**src/rtl/draw_dstunpack.sv**
```systemverilog
`timescale 1ns/1ps
// draw_dstunpack: pops 64-bit destination words from the pixel buffer
// FIFO and hands them to the blend stage one 16-bit pixel at a time.
module draw_dstunpack #(
  parameter int CNTW = 12
) (
  input  logic            CLK,
  input  logic            RST_X,
  input  logic            INIT,
  input  logic            START,
  input  logic [CNTW-1:0] PIXCNT,
  input  logic [1:0]      XOFS,
  input  logic [63:0]     BUF_DATA,
  input  logic            BUF_DATAVALID,
  input  logic            BUF_EMPTY,
  output logic            BUF_RD,
  output logic [15:0]     PIX_OUT,
  output logic            PIX_VALID,
  input  logic            PIX_READY,
  output logic            BUSY,
  output logic            DONE,
  output logic            ERR
);

  typedef enum logic [2:0] {
    S_IDLE,
    S_FETCH,
    S_WAIT,
    S_EMIT,
    S_FIN
  } state_t;

  state_t          r_state;
  logic [63:0]     r_word;
  logic [1:0]      r_lane;
  logic [CNTW-1:0] r_remain;
  logic            r_first;
  logic [1:0]      r_ofs;
  logic            r_err;
  // High for the one cycle after reset/INIT, so a read-data beat still
  // in flight from an abandoned span is not mistaken for a protocol error.
  logic            r_ign;

  logic            w_rd;
  logic            w_hs;
  logic [15:0]     w_pix;

  // FIFO strobe and pixel handshake decode
  always_comb begin
    w_rd = (r_state == S_FETCH) & ~BUF_EMPTY & ~INIT;
    w_hs = (r_state == S_EMIT) & PIX_READY;
  end

  // Lane select out of the held word; zero when no pixel is offered
  always_comb begin
    w_pix = '0;
    if (r_state == S_EMIT) begin
      w_pix = r_word[16*r_lane +: 16];
    end
  end

  // Span sequencer, word/lane registers and sticky error
  always_ff @(posedge CLK or negedge RST_X) begin
    if (!RST_X) begin
      r_state  <= S_IDLE;
      r_word   <= '0;
      r_lane   <= '0;
      r_remain <= '0;
      r_first  <= 1'b0;
      r_ofs    <= '0;
      r_err    <= 1'b0;
      r_ign    <= 1'b1;
    end else if (INIT) begin
      r_state  <= S_IDLE;
      r_word   <= '0;
      r_lane   <= '0;
      r_remain <= '0;
      r_first  <= 1'b0;
      r_ofs    <= '0;
      r_err    <= 1'b0;
      r_ign    <= 1'b1;
    end else begin
      r_ign <= 1'b0;
      if (BUF_DATAVALID && r_state != S_WAIT && !r_ign) begin
        r_err <= 1'b1;
      end
      if (START && r_state != S_IDLE) begin
        r_err <= 1'b1;
      end
      unique case (r_state)
        S_IDLE: begin
          if (START) begin
            if (PIXCNT != '0) begin
              r_remain <= PIXCNT;
              r_ofs    <= XOFS;
              r_first  <= 1'b1;
              r_state  <= S_FETCH;
            end else begin
              r_state  <= S_FIN;
            end
          end
        end
        S_FETCH: begin
          if (w_rd) begin
            r_state <= S_WAIT;
          end
        end
        S_WAIT: begin
          if (BUF_DATAVALID) begin
            r_word  <= BUF_DATA;
            r_lane  <= r_first ? r_ofs : 2'd0;
            r_first <= 1'b0;
            r_state <= S_EMIT;
          end
        end
        S_EMIT: begin
          if (w_hs) begin
            r_remain <= r_remain - CNTW'(1);
            r_lane   <= r_lane + 2'd1;
            if (r_remain == CNTW'(1)) begin
              r_state <= S_FIN;
            end else if (r_lane == 2'd3) begin
              r_state <= S_FETCH;
            end
          end
        end
        S_FIN: begin
          r_state <= S_IDLE;
        end
        default: begin
          r_state <= S_IDLE;
        end
      endcase
    end
  end

  assign BUF_RD    = w_rd;
  assign PIX_OUT   = w_pix;
  assign PIX_VALID = (r_state == S_EMIT);
  assign BUSY      = (r_state != S_IDLE);
  assign DONE      = (r_state == S_FIN);
  assign ERR       = r_err;

endmodule
```
**config.mk**
```make
export PLATFORM = sky130hd
export DESIGN_NAME = draw_dstunpack
export DESIGN_NICKNAME = d
export VERILOG_FILES = /design/src/rtl/draw_dstunpack.sv
export SDC_FILE = /design/constraint.sdc
export NUM_CORES = 1
export LEC_CHECK = 0
export CORE_UTILIZATION = 47
export CTS_BUF_LIST = sky130_fd_sc_hd__clkbuf_8
export DETAILED_ROUTE_END_ITERATION = 16
export MAX_ROUTING_LAYER = met4
export PLACE_DENSITY_LB_ADDON = 0.25
export SLEW_MARGIN = 20
export SYNTH_ARGS = -nofsm -noshare
export SYNTH_HDL_FRONTEND = slang
export SYNTH_SLANG_ARGS = --single-unit
```
**constraint.sdc**
```tcl
create_clock -name CLK -period 2.1 [get_ports CLK]
set_clock_uncertainty 0.15 [all_clocks]
set_input_delay 0.42 -clock CLK [delete_from_list [all_inputs] [get_ports CLK]]
set_output_delay 0.42 -clock CLK [all_outputs]
set_load 0.005 [all_outputs]
```
-- Word-level counts from Yosys, hierarchy flattened
Index checks and enable logic that the tools add are counted.
- logic and storage cells: 87
- register bits: 86
- bits of input ports: 85
- reductions and logical operators: 22
- equal/unequal tests: 13
- mux-type cells: 36
- shifts and indexed selects: 1
- bitwise gates (word level): 5
- add/sub/neg operators: 2
- operators with widths (kind ; count):
    $mux W64 ; 3
    $shiftx A64 B7 Y16 ; 1
    $mux W12 ; 4
    $mux W3 ; 8
    $pmux W12 S2 ; 1
    $mux W16 ; 1
    $mux W2 ; 8
    $reduce_bool A3 Y1 ; 5
    $eq A12 B1 Y1 const B ; 1
    $ne A3 B3 Y1 const B ; 4
    $pmux W3 S4 ; 1
    $reduce_bool A12 Y1 ; 1
    $sub A12 B1 Y12 const B ; 1
    $reduce_bool A2 Y1 ; 5
    $mux W1 ; 8
    $reduce_and A4 Y1 ; 2
    $eq A3 B2 Y1 const B ; 2
    $ne A3 B2 Y1 const B ; 2
    $reduce_and A3 Y1 ; 2
    $reduce_and A5 Y1 ; 1
    $ne A4 B2 Y1 const B ; 1
    $pmux W2 S2 ; 1
    $and A1 B1 Y1 ; 3
    $eq A3 B1 Y1 const B ; 1
    other kinds (9) ; 12

-- Logic depth before layout (Yosys ltp)
- word-level depth: 6
- gate-level depth with buffers: 7
- gate-level depth less buffers: 6

-- Least setup slack after synthesis
Ideal clock, no wire load.
- kind: flip-flop to output port
- start: register r_lane[0]
- end: output port PIX_OUT[10]
- arrival time: 1.487 ns
- cell stages (with the launch flop): 5
- path slack: 0.043 ns
- required time: 1.530 ns
- cell sequence: dfrtp_1 buf_4 buf_2 mux4_2 and2_1
- word-level cells in the longest chain between the ends: 2
- ends and longest elaborated chain (element ; RTL line ; RTL):
    start: declaration ; 35 ; logic [1:0] r_lane;
    start signal: assignment ; 111 ; r_lane <= r_first ? r_ofs : 2'd0;
    start signal: assignment ; 119 ; r_lane <= r_lane + 2'd1;
    $shiftx A64 B7 Y16 ; 58 ; w_pix = r_word[16*r_lane +: 16];
    $mux W16 ; 57 ; if (r_state == S_EMIT) begin
    end: declaration ; 17 ; output logic [15:0] PIX_OUT,
Every way passes these cells.

-- Worst setup path in the final report
- start: register r_lane[0]
- end: output port PIX_OUT[4]
The elaborated chain is that of the path after synthesis.

==> run metrics <==
maximum clock path buffer count 2; R2R setup slack 0.02 ns; Slew Limit Headroom 66.5%; Setup crit end kind output pin; total grt overflow 0; failing checks negative setup slack; first-pass GRT wire length 21300 um; Die Width 101 um; DR iter-0 viols 281; largest net degree at the start of global routing 65; Tightest Pin Transition 0.503 ns; fillers 702; Final Hold Fails 0; worst slack at placement -0.447 ns; synthesized cell area 0.00463 sq mm; mean area per synthesized cell 9.33 sq um; top cell type's share of synthesized area 46.0%; core area 0.00937 sq mm; maximum clock rate 420 MHz; ys flop type dfrtp_1; Peak VDD IR 0.000428 V; first-pass iteration count of the detailed router 5; Final Instance Area 0.00675 sq mm; Post-synth EDFFs 0; Crit path arrival time 1.81 ns; hold crit path type flip-flop to flip-flop; RR Endpoint r_remain[10]$_DFFE_PN0P_; Max FO, Critical Path 5; Slew Limit Fails 0; RSZ-0062 raised after global routing yes; Final Wtd Congestion 0.875; Req. time, crit path 1.53 ns; kind of critical path flip-flop to output pin; fin crit period 2.38 ns; area leader, netlist dfrtp_1; io pins 106; worst hold slack 0.318 ns; final core occ 72.1%; WL final 13300 um; Yosys cell types 54; TritonCTS clock tree yes; Net Count, Synth 584; Setup TNS -3.90 ns; die height 101 um; ys async rst share 100%; DP Area 0.00609 sq mm; final setup fails 16; setup ws final -0.283 ns; layout cell share with drive strength beyond 1 26.1%; CP max stage delay 0.48 ns; fin nets 735; Power Total 5.71 mW; Area Overhead vs Synth 46.0%; status finished with violations; cell count after placement 736; WL per Instance 17.1 um; CP Launch Type flip-flop; max-capacitance violation count 0; port bufs 105; Total GRT Usage 28.1%; Hold Crit Start r_word[38]$_DFFE_PN0P_; Worst Hold Path Cells 2; H-tree levels 3; main area contributors after synthesis dfrtp_1 (46%), nand2_1 (12%), nand3_1 (8.1%); Buf+Inv Stages, Crit Path 3; Crit path max-delay family multiplexers; HPWL Detailed 8860 um; CP cell instances clkbuf_16 -> buf_6 -> mux4_2 -> and2_4 -> buf_6; WHS Endpoint r_word[38]$_DFFE_PN0P_; clock sink total 86; DR vias 4349; row count 35; Layout Cells excl Fill 781; initial core utilization 49.4%; ANT nets after route 0; Clock Root Buffer clkbuf_8; Final Cycle Share 113%; post-synthesis register bit count 86; worst r2r path cells 5; Antenna Cells 0; drt via density 5.57; CP max-delay cell mux4_2; Yosys warnings 0; drt drc 0; most used cell along the critical path buf_6; clk slew on worst S/H paths 0.09 ns; sequential area share after synthesis 46.5%; CTS Buf Count 9; Leak 3.19 nW; P per Cell Area 846 mW/mm^2; Cells after Synth 496; die area 0.0102 sq mm; clock latency on the worst-skew pair 0.35 ns; initial antenna violation count 0; vias in the first global route 4492; Worst R2R Start r_remain[1]$_DFFE_PN0P_
synthesized netlist by cell type (2+ instances only):
cell type  count
a21oi_1       10
nand4_1        3
buf_4          2
o211ai_2       9
a31oi_1        4
nand3b_1       2
o2bb2ai_1      2
nand2b_1       3
mux4_2        16
nor2_1         9
nand3_1       75
and4_1         2
nand2_1      143
ha_1           3
o311ai_0       3
inv_1          5
clkbuf_1      18
nor3b_1        2
and2_1        18
nor3_1         5
dfrtp_1       85
o32ai_1        2
o21ai_0        5
o31a_1         3
o211ai_1      10
nor2b_1        4
buf_6          3
buf_2         16
nor4_1         8
mux2_2         2
sequential cells by signal (all words and copies together), names as in the netlist:
signal,flops
r_word,64
r_ofs,2
r_remain,12
r_ign,1
r_first,1
ERR,1
r_lane,2
r_state,3
worst register-to-register path: stages (launching register included):
cell      delay, ns
dfrtp_1        0.41
inv_1          0.10
ha_1           0.21
or4b_4         0.52
o311ai_1       0.39
o211ai_1       0.16
placed cells by master (no fill, tap or decap), drive strengths merged, types with 5 or more instances in the layout:
| master | netlist | layout |
|---|---|---|
| mux4 | 16 | 16 |
| nor3 | 6 | 6 |
| nand3 | 75 | 75 |
| o21ai | 5 | 5 |
| o211ai | 19 | 19 |
| a21oi | 11 | 11 |
| nor4 | 8 | 8 |
| clkdlybuf4s50 | 0 | 84 |
| inv | 5 | 9 |
| buf | 22 | 91 |
| nand2 | 144 | 144 |
| and2 | 18 | 18 |
| dfrtp | 85 | 85 |
| clkbuf | 18 | 10 |
| nor2 | 9 | 9 |
| o311ai | 5 | 5 |
where the power goes:
part	internal, mW	switching (mW)	leakage, nW
registers	1.83	0.180	1.18
logic	1.33	1.07	1.90
clock network	0.675	0.624	0.108
kinds of logic (layout without fill, tap and decap cells):
| family | count (synthesis) | in the layout | synth area share, % |
|---|---|---|---|
| multiplexers | 19 | 19 | 8.49 |
| AO/OA/AOI/OAI | 59 | 59 | 10.8 |
| adder cells (fa/ha/maj) | 3 | 3 | 0.811 |
| flip-flops | 86 | 86 | 46.5 |
| buffers and inverters | 46 | 202 | 4.81 |
| AND/OR/NAND/NOR | 283 | 283 | 28.6 |
area by class of cell:
type	instances	area [sq um]	share of cell area, %
flip-flops and latches	86	2150	31.9
multi-input cells	364	2380	35.2
clock buffers	9	124	1.83
inverters	6	22.5	0.333
repair buffers	180	1820	26.9
clock inverters	7	96.3	1.43
well taps	129	161	2.39
worst max path at each step:
stage	startpoint	end	cells after the start
after floorplan	r_lane[0]$_DFFE_PN0P_	PIX_OUT[10]	4
after global placement	INIT	BUF_RD	4
after detailed placement	INIT	BUF_RD	4
after CTS	r_lane[0]$_DFFE_PN0P_	PIX_OUT[3]	5
after global routing	r_lane[0]$_DFFE_PN0P_	PIX_OUT[8]	5
final	r_lane[0]$_DFFE_PN0P_	PIX_OUT[4]	5
what timing repair did:
| action | in CTS | in global routing |
|---|---|---|
| hold endpoints to repair | 19 | 0 |
| resized for setup | 121 | 15 |
| hold buffers | 1 | 0 |
| cloned | 1 | 0 |
| pin swaps | 17 | 4 |
| buffers inserted | 20 | 8 |
| endpoints found under the setup margin | 20 | 28 |
per-layer routing:
layer | share of wire (%) | wire length (um) | track usage, % | up-vias
met5 | 0 | 0 | - | -
met4 | 2.3 | 301 | 11.8 | 0
met3 | 5.0 | 667 | 3.24 | 27
met2 | 52 | 6920 | 47.9 | 150
met1 | 41 | 5450 | 34.0 | 2123
li1 | - | - | - | 2049
Power figures use the tool's default switching activity.
